<file path="config.mk">
export PLATFORM = sky130hd
export DESIGN_NAME = processador_snoop_param
export DESIGN_NICKNAME = d
export VERILOG_FILES = /design/src/rtl/processador_snoop_pkg.sv /design/src/rtl/processador_snoop_param_cache_linhas.sv /design/src/rtl/processador_snoop_param.sv
export SDC_FILE = /design/constraint.sdc
export NUM_CORES = 1
export LEC_CHECK = 0
export CAP_MARGIN = 20
export CELL_PAD_IN_SITES_DETAIL_PLACEMENT = 0
export CELL_PAD_IN_SITES_GLOBAL_PLACEMENT = 1
export CORE_AREA = 2 2 137 72
export CTS_CLUSTER_DIAMETER = 30
export DETAILED_ROUTE_END_ITERATION = 10
export DIE_AREA = 0 0 139 74
export PLACE_DENSITY = 0.74
export RECOVER_POWER = 50
export SYNTH_ARGS = -nofsm -noshare
export SYNTH_HDL_FRONTEND = slang
export SYNTH_SLANG_ARGS = --single-unit
</file>
<file path="constraint.sdc">
create_clock -name clock -period 3.3 [get_ports clock]
set_input_delay 0.33 -clock clock [delete_from_list [all_inputs] [get_ports clock]]
set_output_delay 0.33 -clock clock [all_outputs]
set_load 0.01 [all_outputs]
</file>
<file path="src/rtl/processador_snoop_pkg.sv">
// Shared codes for the snooping cache controller: bus messages, line states, FSM states, snoop rule.
// Exclusivo (MESI) exists only when MESI_EXCLUSIVE_EN is defined; otherwise the protocol is MSI.
package processador_snoop_pkg;

  localparam logic [1:0] MSG_INVALIDAR    = 2'b00;
  localparam logic [1:0] MSG_READ_MISS    = 2'b01;
  localparam logic [1:0] MSG_WRITE_MISS   = 2'b10;
  localparam logic [1:0] MSG_SEM_MENSAGEM = 2'b11;

  localparam logic [1:0] EST_INVALIDO      = 2'b00;
  localparam logic [1:0] EST_MODIFICADO    = 2'b01;
  localparam logic [1:0] EST_COMPARTILHADO = 2'b10;
`ifdef MESI_EXCLUSIVE_EN
  localparam logic [1:0] EST_EXCLUSIVO     = 2'b11;
`endif

  typedef enum logic [1:0] {
    S_IDLE   = 2'b00,
    S_LOOKUP = 2'b01,
    S_WRBACK = 2'b10,
    S_FILL   = 2'b11
  } fsm_t;

  typedef struct packed {
    logic [1:0] proximo;
    logic       wb;
  } snoop_t;

  // Reaction of a line that matched another node's bus message.
  function automatic snoop_t snoop_next(input logic [1:0] estado, input logic [1:0] msg);
    snoop_t r;
    r.proximo = estado;
    r.wb      = 1'b0;
    case (estado)
      EST_MODIFICADO: begin
        if (msg == MSG_READ_MISS) begin
          r.proximo = EST_COMPARTILHADO;
          r.wb      = 1'b1;
        end else if (msg == MSG_WRITE_MISS) begin
          r.proximo = EST_INVALIDO;
          r.wb      = 1'b1;
        end
      end
      EST_COMPARTILHADO: begin
        if (msg == MSG_WRITE_MISS || msg == MSG_INVALIDAR) r.proximo = EST_INVALIDO;
      end
`ifdef MESI_EXCLUSIVE_EN
      EST_EXCLUSIVO: begin
        if (msg == MSG_READ_MISS) r.proximo = EST_COMPARTILHADO;
        else if (msg == MSG_WRITE_MISS || msg == MSG_INVALIDAR) r.proximo = EST_INVALIDO;
      end
`endif
      default: ;
    endcase
    return r;
  endfunction

endpackage

</file>
<file path="src/rtl/processador_snoop_param_cache_linhas.sv">
// Direct-mapped line storage (state/tag/data) with one async read port and one write port.
// Reset clears every line to invalido with zero tag and data.
module cache_linhas
  import processador_snoop_pkg::*;
#(
  parameter int ADDR_W = 3,
  parameter int DATA_W = 3,
  parameter int LINES  = 4,
  parameter int IDX_W  = $clog2(LINES)
) (
  input  logic              clock,
  input  logic              reset,
  input  logic [IDX_W-1:0]  rd_idx,
  output logic [1:0]        rd_estado,
  output logic [ADDR_W-1:0] rd_tag,
  output logic [DATA_W-1:0] rd_dado,
  input  logic              we,
  input  logic [IDX_W-1:0]  wr_idx,
  input  logic [1:0]        wr_estado,
  input  logic [ADDR_W-1:0] wr_tag,
  input  logic [DATA_W-1:0] wr_dado
);

  logic [1:0]        estado_q [LINES];
  logic [ADDR_W-1:0] tag_q    [LINES];
  logic [DATA_W-1:0] dado_q   [LINES];

  always_ff @(posedge clock or posedge reset) begin
    if (reset) begin
      for (int i = 0; i < LINES; i++) begin
        estado_q[i] <= EST_INVALIDO;
        tag_q[i]    <= '0;
        dado_q[i]   <= '0;
      end
    end else if (we) begin
      estado_q[wr_idx] <= wr_estado;
      tag_q[wr_idx]    <= wr_tag;
      dado_q[wr_idx]   <= wr_dado;
    end
  end

  assign rd_estado = estado_q[rd_idx];
  assign rd_tag    = tag_q[rd_idx];
  assign rd_dado   = dado_q[rd_idx];

endmodule

</file>
<file path="src/rtl/processador_snoop_param.sv">
// Snooping cache node: owner instrs hit/miss with write-back and fill, other nodes' instrs are snooped.
// Build option MESI_EXCLUSIVE_EN adds the compartilhado_bus input and the exclusivo line state.
//   state    | meaning
//   S_IDLE   | ready for an instr
//   S_LOOKUP | line read, hit/miss resolved, message or snoop applied
//   S_WRBACK | modificado victim written back
//   S_FILL   | memory read pending until mem_ack
module processador_snoop_param
  import processador_snoop_pkg::*;
#(
  parameter int PROC_ID_W = 2,
  parameter int ADDR_W    = 3,
  parameter int DATA_W    = 3,
  parameter int LINES     = 4
) (
  input  logic                                  clock,
  input  logic                                  reset,
  input  logic [PROC_ID_W-1:0]                  id_processador,
  input  logic                                  instr_valid,
  input  logic [PROC_ID_W+1+ADDR_W+DATA_W-1:0]  instr,
  output logic                                  instr_ready,
  input  logic [1:0]                            entradaMaquina,
  output logic [1:0]                            saidaMaquina,
  output logic                                  WB,
  output logic [ADDR_W-1:0]                     enderecoWB,
  output logic [DATA_W-1:0]                     dadoWB,
  output logic                                  read,
  output logic [ADDR_W-1:0]                     enderecoMem,
  input  logic [DATA_W-1:0]                     dadoMem,
  input  logic                                  mem_ack,
`ifdef MESI_EXCLUSIVE_EN
  input  logic                                  compartilhado_bus,
`endif
  output logic [DATA_W-1:0]                     out,
  output logic                                  out_valid
);

  localparam int IDX_W = $clog2(LINES);

  fsm_t              state_q, state_d;
  logic              pronto_q;
  logic              dono_q;
  logic              wr_q;
  logic [ADDR_W-1:0] addr_q;
  logic [DATA_W-1:0] wdata_q;
  logic [1:0]        msg_q;
  logic [DATA_W-1:0] out_q, out_d;
  logic              out_valid_q, out_valid_d;

  logic [PROC_ID_W-1:0] instr_owner;
  logic                 instr_wr;
  logic [ADDR_W-1:0]    instr_addr;
  logic [DATA_W-1:0]    instr_wdata;

  logic [IDX_W-1:0]  idx;
  logic [1:0]        rd_estado;
  logic [ADDR_W-1:0] rd_tag;
  logic [DATA_W-1:0] rd_dado;
  logic              we;
  logic [1:0]        wr_estado;
  logic [ADDR_W-1:0] wr_tag;
  logic [DATA_W-1:0] wr_dado;

  logic              aceita;
  logic              hit;
  snoop_t            snoop;
  logic [1:0]        estado_fill;
  logic [1:0]        saida_d;
  logic              wb_d;
  logic              read_d;

  assign {instr_owner, instr_wr, instr_addr, instr_wdata} = instr;

  assign instr_ready = pronto_q && (state_q == S_IDLE);
  assign aceita      = instr_valid && instr_ready;
  assign idx         = addr_q[IDX_W-1:0];
  assign hit         = (rd_estado != EST_INVALIDO) && (rd_tag == addr_q);
  assign snoop       = snoop_next(rd_estado, msg_q);

`ifdef MESI_EXCLUSIVE_EN
  assign estado_fill = compartilhado_bus ? EST_COMPARTILHADO : EST_EXCLUSIVO;
`else
  assign estado_fill = EST_COMPARTILHADO;
`endif

  cache_linhas #(
    .ADDR_W (ADDR_W),
    .DATA_W (DATA_W),
    .LINES  (LINES),
    .IDX_W  (IDX_W)
  ) u_linhas (
    .clock     (clock),
    .reset     (reset),
    .rd_idx    (idx),
    .rd_estado (rd_estado),
    .rd_tag    (rd_tag),
    .rd_dado   (rd_dado),
    .we        (we),
    .wr_idx    (idx),
    .wr_estado (wr_estado),
    .wr_tag    (wr_tag),
    .wr_dado   (wr_dado)
  );

  // pronto_q keeps instr_ready low while reset is held.
  always_ff @(posedge clock or posedge reset) begin
    if (reset) begin
      state_q     <= S_IDLE;
      pronto_q    <= 1'b0;
      dono_q      <= 1'b0;
      wr_q        <= 1'b0;
      addr_q      <= '0;
      wdata_q     <= '0;
      msg_q       <= MSG_SEM_MENSAGEM;
      out_q       <= '0;
      out_valid_q <= 1'b0;
    end else begin
      state_q     <= state_d;
      pronto_q    <= 1'b1;
      out_q       <= out_d;
      out_valid_q <= out_valid_d;
      if (aceita) begin
        dono_q  <= (instr_owner == id_processador);
        wr_q    <= instr_wr;
        addr_q  <= instr_addr;
        wdata_q <= instr_wdata;
        msg_q   <= entradaMaquina;
      end
    end
  end

  always_comb begin
    state_d     = state_q;
    saida_d     = MSG_SEM_MENSAGEM;
    wb_d        = 1'b0;
    read_d      = 1'b0;
    we          = 1'b0;
    wr_estado   = rd_estado;
    wr_tag      = rd_tag;
    wr_dado     = rd_dado;
    out_d       = '0;
    out_valid_d = 1'b0;
    case (state_q)
      S_IDLE: begin
        if (aceita) state_d = S_LOOKUP;
      end
      S_LOOKUP: begin
        state_d = S_IDLE;
        if (dono_q && !wr_q) begin
          if (hit) begin
            out_d       = rd_dado;
            out_valid_d = 1'b1;
          end else begin
            saida_d = MSG_READ_MISS;
            state_d = (rd_estado == EST_MODIFICADO) ? S_WRBACK : S_FILL;
          end
        end else if (dono_q) begin
          if (hit) begin
            we        = 1'b1;
            wr_dado   = wdata_q;
            wr_estado = EST_MODIFICADO;
            if (rd_estado == EST_COMPARTILHADO) saida_d = MSG_INVALIDAR;
          end else begin
            saida_d = MSG_WRITE_MISS;
            if (rd_estado == EST_MODIFICADO) begin
              state_d = S_WRBACK;
            end else begin
              we        = 1'b1;
              wr_tag    = addr_q;
              wr_dado   = wdata_q;
              wr_estado = EST_MODIFICADO;
            end
          end
        end else if (hit) begin
          // Snooped write-back is issued here; the victim is the matching line itself.
          we        = 1'b1;
          wr_estado = snoop.proximo;
          wb_d      = snoop.wb;
        end
      end
      S_WRBACK: begin
        wb_d = 1'b1;
        if (wr_q) begin
          we        = 1'b1;
          wr_tag    = addr_q;
          wr_dado   = wdata_q;
          wr_estado = EST_MODIFICADO;
          state_d   = S_IDLE;
        end else begin
          state_d = S_FILL;
        end
      end
      S_FILL: begin
        read_d = 1'b1;
        if (mem_ack) begin
          we          = 1'b1;
          wr_tag      = addr_q;
          wr_dado     = dadoMem;
          wr_estado   = estado_fill;
          out_d       = dadoMem;
          out_valid_d = 1'b1;
          state_d     = S_IDLE;
        end
      end
      default: state_d = S_IDLE;
    endcase
  end

  assign saidaMaquina = saida_d;
  assign WB           = wb_d;
  assign enderecoWB   = wb_d ? rd_tag : '0;
  assign dadoWB       = wb_d ? rd_dado : '0;
  assign read         = read_d;
  assign enderecoMem  = read_d ? addr_q : '0;
  assign out          = out_q;
  assign out_valid    = out_valid_q;

endmodule

</file>
==> results.py, run 1 <==
metrics = {
    "status": {
        "status": "finished, violations left",
        "violations": "max-capacitance violations, max-slew violations",
    },
    "critical_path": {
        "endpoint": "enderecoWB[0]",
        "worst-setup-path-type": "reg2out",
        "critPathLaunch": "addr_q[1]",
        "timing.rr.start": "addr_q[0]",
        "cp_data_arrival_time_ps": 2830,
        "worstReg2RegEnd": "u_linhas.dado_q[10]",
        "startpoint_type": "flip-flop",
        "critPathMaxFanout": 7,
        "crit_path_end_kind": "output port",
        "worst-endpoint-required_ps": 2970,
        "reg2reg_depth": 8,
        "reg2reg_setup_slack_ps": 380,
    },
    "synthesis": {
        "synthMuxAreaShare_pct": 21.6,
        "syn_avg_cell_area_um2": 11.1,
        "synth_compound_area_share_pct": 9.02,
        "synth_xor_area_share_pct": 1.41,
        "yosys_most_used_dff": "dfrtp_1",
        "async_flop_share_pct": 100,
        "yosys_warnings": 0,
        "ys_seq_area_share_pct": 40.8,
        "synth.net_count": 302,
        "synth_edf_count": 0,
        "synth-simple-area-share_pct": 18.3,
        "synth_cell_types": 52,
        "synthesis.area_um2": 3010,
        "netlist_instances": 271,
        "synthAdderAreaFrac_pct": 4.57,
        "ys_seq_elements": 49,
        "synth_top_family_by_area": "multiplexers",
    },
    "min_path": {
        "hold_class": "in2async",
    },
    "global_route": {
        "grt_pass1_vias": 2228,
        "antenna_found_initial": 0,
        "grt_max_degree": 50,
        "grt_pass1_wl_mm": 12.8,
        "grtUsageTotal_pct": 16.7,
        "grt.overflow.total": 0,
    },
    "timing": {
        "fin_crit_ps": 3160,
        "fin_ws_ps": 135,
        "rsz0062_at_grt": "false",
        "fin_crit_sh_pct": 95.9,
        "maxSlewViolCount": 39,
        "fmax_mhz": 316,
        "hold_viol": 0,
        "relSlewSlack_pct": -14.7,
        "worstMarginPinSlew_ps": 1720,
        "setup_viol": 0,
        "clock-skew-final_ps": 3.73,
        "setup_tns_ps": 0,
    },
    "placed_design": {
        "dp_hpwl_mm": 6.00,
        "pre_cts_ws_ps": 299,
        "gp_congestion": 0.956,
        "port_buffers": 37,
    },
    "finish": {
        "fillers": 902,
        "nets": 348,
        "mostFrequentLayoutCells": "dfrtp_1 (45), mux2_2 (35), clkdlybuf4s50_1 (31)",
        "num_antenna_cells": 0,
        "layout-drive-gt1-share_pct": 24.8,
        "area_growth_pct": 24.1,
        "final_common_cell": "dfrtp_1",
    },
    "cts": {
        "h-tree-depth": 2,
        "clock-sinks": 49,
        "clockBufferDepth": 2,
        "clkTransAtPathRegs_ps": 70,
        "cts_tree": "built",
        "cts_buffers": 5,
        "cts_root_buffer": "clkbuf_16",
        "clk_latency_ps": 300,
    },
    "routing": {
        "drtPass1Iterations": 4,
        "via_per_inst": 5.13,
        "wl_per_cell_um": 18.1,
        "drc": 0,
        "drt-initial-drc-count": 203,
        "num_vias": 2252,
        "finalWirelength_mm": 7.93,
        "drtAntennaViolNets": 0,
    },
    "die": {
        "rows": 25,
        "die_h_um": 74,
        "dieWidth_um": 139,
        "ioPinCount": 38,
        "fp.coreArea_um2": 9130,
        "dieArea_um2": 10300,
        "start_util_pct": 33.0,
    },
    "power": {
        "ir_drop_mv": 0.353,
        "power_density_nw_per_um2": 864,
        "power.leakage_nw": 1.72,
    },
    "job": {
        "cap_violations": 1,
    },
}
## stage by stage
stage	cells	hold slack, ps	cell area, µm²	utilization [%]	total power, mW
2_1_floorplan	271	451	3010	-	2.18
3_3_place_gp	429	473	3560	38.9	2.63
3_5_place_dp	429	481	3560	38.9	2.67
4_1_cts	437	496	3700	40.5	3.20
5_1_grt	439	523	3740	40.9	3.46
6_report	439	496	3740	40.9	3.23
## worst min-delay path by stage
stage	from	endpoint	cells after the start
2_1_floorplan	mem_ack	out_valid	1
3_3_place_gp	u_linhas.dado_q[2]	u_linhas.dado_q[2]	1
3_5_place_dp	u_linhas.dado_q[2]	u_linhas.dado_q[2]	1
4_1_cts	u_linhas.dado_q[2]	u_linhas.dado_q[2]	1
5_1_grt	u_linhas.dado_q[2]	u_linhas.dado_q[2]	1
6_report	reset	out[2]	2
## where the power goes
| group | internal [mW] | total (mW) | switching [mW] |
|---|---|---|---|
| sequential | 0.817 | 1.02 | 0.205 |
| combinational | 0.773 | 1.70 | 0.924 |
| clock | 0.279 | 0.509 | 0.230 |
| total | 1.87 | 3.23 | 1.36 |
## kinds of logic after synthesis
kind of cell,count (synthesis)
adders and majority gates,11
and+or+nand+nor,92
AOI/OAI and AO/OA,38
other,1
DFF,49
xor gates and xnor gates,4
muxes,47
buffers and inverters,29
## what timing repair did
item,CTS,global route
resized for setup,1,8
setup buffers,0,1
gates cloned,0,0
setup endpoints to repair,2,8
hold buffers,0,0
## worst max-delay path, stage by stage, from the launching register on
cell and delay (ps):
dfrtp_2 430, mux4_2 590, xor2_2 210, nor3_2 210, and3_1 200, o21ai_1 70, buf_4 180, nor2b_1 120
clkdlybuf4s50_1 540
## cell usage after synthesis, types with 3 or more instances
library cell  number  area [µm²]
and2_1             8        50.1
a21o_1             3        22.5
o21ai_0            4        20.0
a31oi_1            3        18.8
nor3_1             5        25.0
nand2_1           21        78.8
o31ai_1            3        22.5
nand3_1           10        50.1
a21oi_1            8        40.0
inv_1             18        67.6
a211oi_1           3        22.5
ha_1              11         138
mux4_2             8         180
buf_2              3        15.0
clkbuf_1           5        18.8
mux2_2            35         394
nor2_1            17        63.8
nand2b_1           7        43.8
nor2b_1            8        50.1
dfrtp_1           47        1180
## state kept, by name, indices dropped and copies added, names as in the netlist
name,cells
u_linhas.dado_q,12
u_linhas.tag_q,12
u_linhas.estado_q,8
addr_q,3
out,3
wdata_q,3
msg_q,2
state_q,2
dono_q,1
out_valid,1
pronto_q,1
wr_q,1
## cell type report
| class | count | area [µm²] | area share [%] |
|---|---|---|---|
| Inverter | 18 | 67.6 | 1.81 |
| Multi-Input combinational cell | 193 | 1660 | 44.5 |
| Clock buffer | 6 | 129 | 3.45 |
| Timing Repair Buffer | 50 | 483 | 12.9 |
| Tap cell | 121 | 151 | 4.05 |
| Clock inverter | 2 | 10.0 | 0.268 |
| Sequential cell | 49 | 1230 | 33.0 |
## routing by layer
metal / share of wire (%) / global-route usage [%]
met5: 0 / 0
met1: 51 / 25.0
met4: 1.3 / 5.05
met3: 6.7 / 4.25
met2: 41 / 23.8
No activity file was read; power rests on OpenSTA's default activity.
==> run 2: changes to the inputs <==
Settings changed: ABC_CLOCK_PERIOD_IN_PS set to 3300, DONT_BUFFER_PORTS set to 1, PLACE_DENSITY 0.74 to 0.67.
==> results.py, run 2 (same netlist as run 1, synthesis figures left out) <==
metrics = {
    "critical_path": {
        "reg2reg_setup_slack_ps": 380,
        "worst-endpoint-required_ps": 2970,
        "cp_data_arrival_time_ps": 2800,
        "critPathLaunch": "addr_q[0]",
        "crit_path_end_kind": "output port",
        "cpMaxStageDelayCell": "mux4_2",
        "max_stage_delay_ps": 620,
        "timing.rr.start": "addr_q[1]",
        "startpoint_type": "flip-flop",
        "worst-setup-path-type": "reg2out",
        "critPathMaxFanout": 8,
        "crit_top_cell": "inv_1",
        "cp_cell_sequence": "mux4_2 > inv_1 > ha_1 > inv_1 > nor3_1 > and3_1 > o21ai_1 > buf_4 > nor2b_1",
    },
    "die": {
        "ioPinCount": 38,
        "fp.coreArea_um2": 9130,
        "start_util_pct": 33.0,
        "dieArea_um2": 10300,
        "dieWidth_um": 139,
        "rows": 25,
        "die_h_um": 74,
    },
    "timing": {
        "fin_crit_ps": 3130,
        "fin_ws_ps": 173,
        "maxSlewViolCount": 42,
        "fin_crit_sh_pct": 94.8,
        "relSlewSlack_pct": -28.6,
        "worstMarginPinSlew_ps": 1930,
        "setup_viol": 0,
        "fmax_mhz": 320,
        "hold_viol": 0,
        "clock-skew-final_ps": 5.61,
        "setup_tns_ps": 0,
        "rsz0062_at_grt": "false",
    },
    "cts": {
        "cts_buffers": 5,
        "clk_latency_ps": 290,
        "cts_tree": "built",
        "h-tree-depth": 2,
        "post_cts_buffers": 0,
        "cts_root_buffer": "clkbuf_16",
        "clock-sinks": 49,
        "clockBufferDepth": 2,
        "clkTransAtPathRegs_ps": 70,
    },
    "finish": {
        "num_antenna_cells": 0,
        "final_common_cell": "dfrtp_1",
        "nets": 308,
        "layout-drive-gt1-share_pct": 24.8,
        "area_growth_pct": 11.5,
        "reg_top3": "u_linhas.dado_q: 12 flops, u_linhas.tag_q: 12 flops, u_linhas.estado_q: 8 flops",
        "mostFrequentLayoutCells": "dfrtp_1 (47), mux2_2 (35), nand2_1 (21)",
        "fillers": 915,
        "finalNonFillerCells": 399,
    },
    "routing": {
        "drtAntennaViolNets": 0,
        "drtPass1Iterations": 5,
        "via_per_inst": 5.38,
        "wl_per_cell_um": 19.6,
        "drt-initial-drc-count": 161,
        "num_vias": 2145,
        "drc": 0,
        "finalWirelength_mm": 7.83,
    },
    "global_route": {
        "antenna_found_initial": 0,
        "grt.overflow.total": 0,
        "grtUsageTotal_pct": 15.9,
        "grt_pass1_vias": 2117,
        "grt_pass1_wl_mm": 12.4,
        "grt_max_degree": 50,
    },
    "status": {
        "violations": "max-capacitance violations, max-slew violations",
        "status": "finished, violations left",
    },
    "power": {
        "power.leakage_nw": 1.54,
        "power_density_nw_per_um2": 954,
        "ir_drop_mv": 0.329,
    },
    "placed_design": {
        "dpl.cell_count": 389,
        "gp_congestion": 0.905,
        "dp_hpwl_mm": 5.91,
        "port_buffers": 0,
        "pre_cts_ws_ps": 379,
    },
    "min_path": {
        "worst_hold_startpoint": "mem_ack",
        "hold_class": "in2reg",
    },
    "job": {
        "cap_violations": 1,
    },
}
## run 2: area by class of cell
class,count,area [µm²],share of cell area (%)
timing repair buffer,10,78.8,2.35
multi-input combinational,193,1660,49.3
clock buffer,6,139,4.14
sequential,49,1230,36.6
inverter,18,67.6,2.01
tap,121,151,4.51
clock inverter,2,37.5,1.12
## run 2: power by group
group          switching (mW)  internal (mW)  leakage, nW  total, mW
sequential              0.201          0.814        0.642       1.01
clock                   0.240          0.379       0.0831      0.619
combinational           0.903          0.669        0.818       1.57
## run 2: worst paths after layout
path	cells past startpoint	to
min reg2reg	1	u_linhas.dado_q[1]
min	1	out_valid
max reg2reg	6	u_linhas.dado_q[1]
max in group asynchronous	3	u_linhas.estado_q[1]
max	9	enderecoWB[0]
min in group asynchronous	2	u_linhas.dado_q[6]
## run 2: metal layers
| layer | global-route usage (%) | up-vias | routed length (µm) | share of wire (%) |
|---|---|---|---|---|
| met2 | 20.8 | 71 | 2900 | 37 |
| met3 | 4.44 | 5 | 575 | 7.3 |
| met4 | 1.68 | 0 | 29 | 0.37 |
| met1 | 26.0 | 1089 | 4320 | 55 |
| met5 | 0 | - | 0 | 0 |
| li1 | - | 980 | - | - |
## run 2: what timing repair did
action,CTS,global route
endpoints found under the hold margin,0,8
gates resized for setup,0,0
hold buffers,0,1
## run 2: stage by stage
step / total power [mW] / hold WS, ps / util, % / cell area, µm²
after floorplan: 2.18 / 451 / - / 3010
after global routing: 3.43 / 167 / 36.8 / 3360
after global placement: 2.57 / 457 / 34.6 / 3160
after CTS: 3.20 / 161 / 36.6 / 3340
after detailed placement: 2.58 / 461 / 34.6 / 3160
final: 3.21 / 170 / 36.8 / 3360
## run 2: critical path: cells and delay by family (launching register included)
kind / cells / cell delay [ps]
AO/OA/AOI/OAI: 1 / 60
adder cells (fa/ha/maj): 1 / 310
buffers and inverters: 3 / 440
flip-flops: 1 / 420
multiplexers: 1 / 620
AND/OR/NAND/NOR: 3 / 660
==> run 3: changes to the inputs <==
Settings changed: CORE_AREA 2 2 137 72 to 2 2 80 121, DIE_AREA 0 0 139 74 to 0 0 82 123, GPL_ROUTABILITY_DRIVEN set to 0.
==> results.py, run 3 (same netlist as run 1, synthesis figures left out) <==
metrics = {
    "status": {
        "status": "finished, violations left",
        "violations": "max-capacitance violations, max-slew violations",
    },
    "cts": {
        "clock-sinks": 49,
        "clkTransAtPathRegs_ps": 70,
        "h-tree-depth": 2,
        "cts_root_buffer": "clkbuf_16",
        "cts_buffers": 5,
        "cts_tree": "built",
        "cts_resized": 0,
        "clk_latency_ps": 290,
        "holdBufCountCts": 0,
        "post_cts_buffers": 0,
        "clockBufferDepth": 2,
    },
    "routing": {
        "via_per_inst": 5.32,
        "drc": 0,
        "finalWirelength_mm": 7.37,
        "wl_per_cell_um": 19.0,
        "num_vias": 2066,
        "drtPass1Iterations": 4,
        "drtAntennaViolNets": 0,
        "drt-initial-drc-count": 64,
    },
    "global_route": {
        "grt_pass1_vias": 2099,
        "grt_pass1_wl_mm": 11.5,
        "grtUsageTotal_pct": 15.6,
        "antenna_found_initial": 0,
        "grt_max_degree": 50,
        "grt.overflow.total": 0,
    },
    "critical_path": {
        "startpoint_type": "flip-flop",
        "cp_data_arrival_time_ps": 2800,
        "max_stage_delay_ps": 660,
        "crit_top_cell": "buf_4",
        "cpMaxStageDelayCell": "mux4_1",
        "cp_cell_sequence": "buf_4 > mux4_1 > nor3_1 > and3_1 > o21ai_1 > buf_4 > nor2b_1",
        "worst-endpoint-required_ps": 2970,
        "critPathLaunch": "addr_q[1]",
        "timing.rr.start": "addr_q[1]",
        "critical-path-top-delay-family": "simple AND/OR/NAND/NOR gates",
        "crit_path_end_kind": "output port",
        "critPathMaxFanout": 13,
        "critical_path_buf_inv_count": 2,
        "worst-setup-path-type": "reg2out",
    },
    "finish": {
        "final-seq-area_um2": 1230,
        "area_growth_pct": 10.3,
        "multi_input_area_um2": 1660,
        "reg_top3": "u_linhas.dado_q: 12 flops, u_linhas.tag_q: 12 flops, u_linhas.estado_q: 8 flops",
        "mostFrequentLayoutCells": "dfrtp_1 (47), mux2_2 (35), nand2_1 (21)",
        "layout-drive-gt1-share_pct": 23.9,
        "stdcell_area_um2": 3320,
        "final_common_cell": "dfrtp_1",
        "fillers": 884,
        "num_antenna_cells": 0,
        "nets": 306,
    },
    "placed_design": {
        "port_buffers": 0,
        "dp_hpwl_mm": 5.63,
        "placed_cell_area_um2": 3140,
    },
    "timing": {
        "hold_viol": 0,
        "relSlewSlack_pct": -34.7,
        "maxSlewViolCount": 44,
        "setup_viol": 0,
        "rsz0062_at_grt": "false",
        "fin_crit_sh_pct": 94.8,
        "fmax_mhz": 320,
        "fin_crit_ps": 3130,
        "setup_tns_ps": 0,
        "worstMarginPinSlew_ps": 2020,
        "clock-skew-final_ps": 8.37,
    },
    "die": {
        "die_h_um": 123,
        "rows": 43,
        "fp.coreArea_um2": 9040,
        "ioPinCount": 38,
        "dieArea_um2": 10100,
        "dieWidth_um": 82,
        "start_util_pct": 33.3,
    },
    "power": {
        "power_density_nw_per_um2": 942,
        "ir_drop_mv": 0.324,
        "power.leakage_nw": 1.52,
    },
    "min_path": {
        "worst_hold_startpoint": "mem_ack",
        "hold_class": "in2reg",
    },
    "job": {
        "cap_violations": 1,
    },
}
run 3: changes by cell type in the layout (fill, tap and decap cells not counted):
cell	previous run	this run
clkbuf_1	1	2
dlymetal6s4s_1	1	0
buf_4	7	5
clkdlybuf4s25_1	0	1
clkbuf_8	1	0
clkinv_4	0	1
clkinvlp_4	1	0
run 3: final timing paths:
kind | slack [ps] | endpoint | depth (start not counted)
worst max-delay path | 170 | enderecoWB[0] | 7
worst min register to register | 490 | u_linhas.dado_q[2] | 1
max in group asynchronous | 500 | u_linhas.dado_q[8] | 3
worst max register to register | 560 | u_linhas.dado_q[1] | 6
min in group asynchronous | 410 | state_q[0] | 2
worst min-delay path | 160 | out_valid | 1
run 3: final cells by class:
type	instances	area share (%)
clock buffer	6	3.88
clock inverter	2	1.17
inverter	18	2.03
multi-input combinational	193	49.8
sequential	49	37.0
tap	112	4.22
timing repair buffer	8	1.85
run 3: routing by layer:
metal  up-vias  wire (µm)  GRT usage (%)
met4         0        124           5.83
met1      1036       2780           16.1
met2        48       4190           29.9
li1        976          -              -
met5         -          0              0
met3         6        278           3.21
run 3: per-stage QoR:
step                      util (%)  hold WS [ps]  power [mW]  instances  setup slack, ps
final                         36.7           158        3.13        388              172
after CTS                     36.6           156        3.15        386              159
after global placement        34.7           455        2.53        378              497
after detailed placement      34.7           461        2.55        378              486
after floorplan                  -           451        2.18        271              740
after global routing          36.7           165        3.34        388             34.6
run 3: power by group:
group	switching (mW)	internal [mW]	leakage (nW)
clock	0.231	0.360	0.0810
combinational	0.890	0.656	0.799
sequential	0.176	0.815	0.642
total	1.30	1.83	1.52
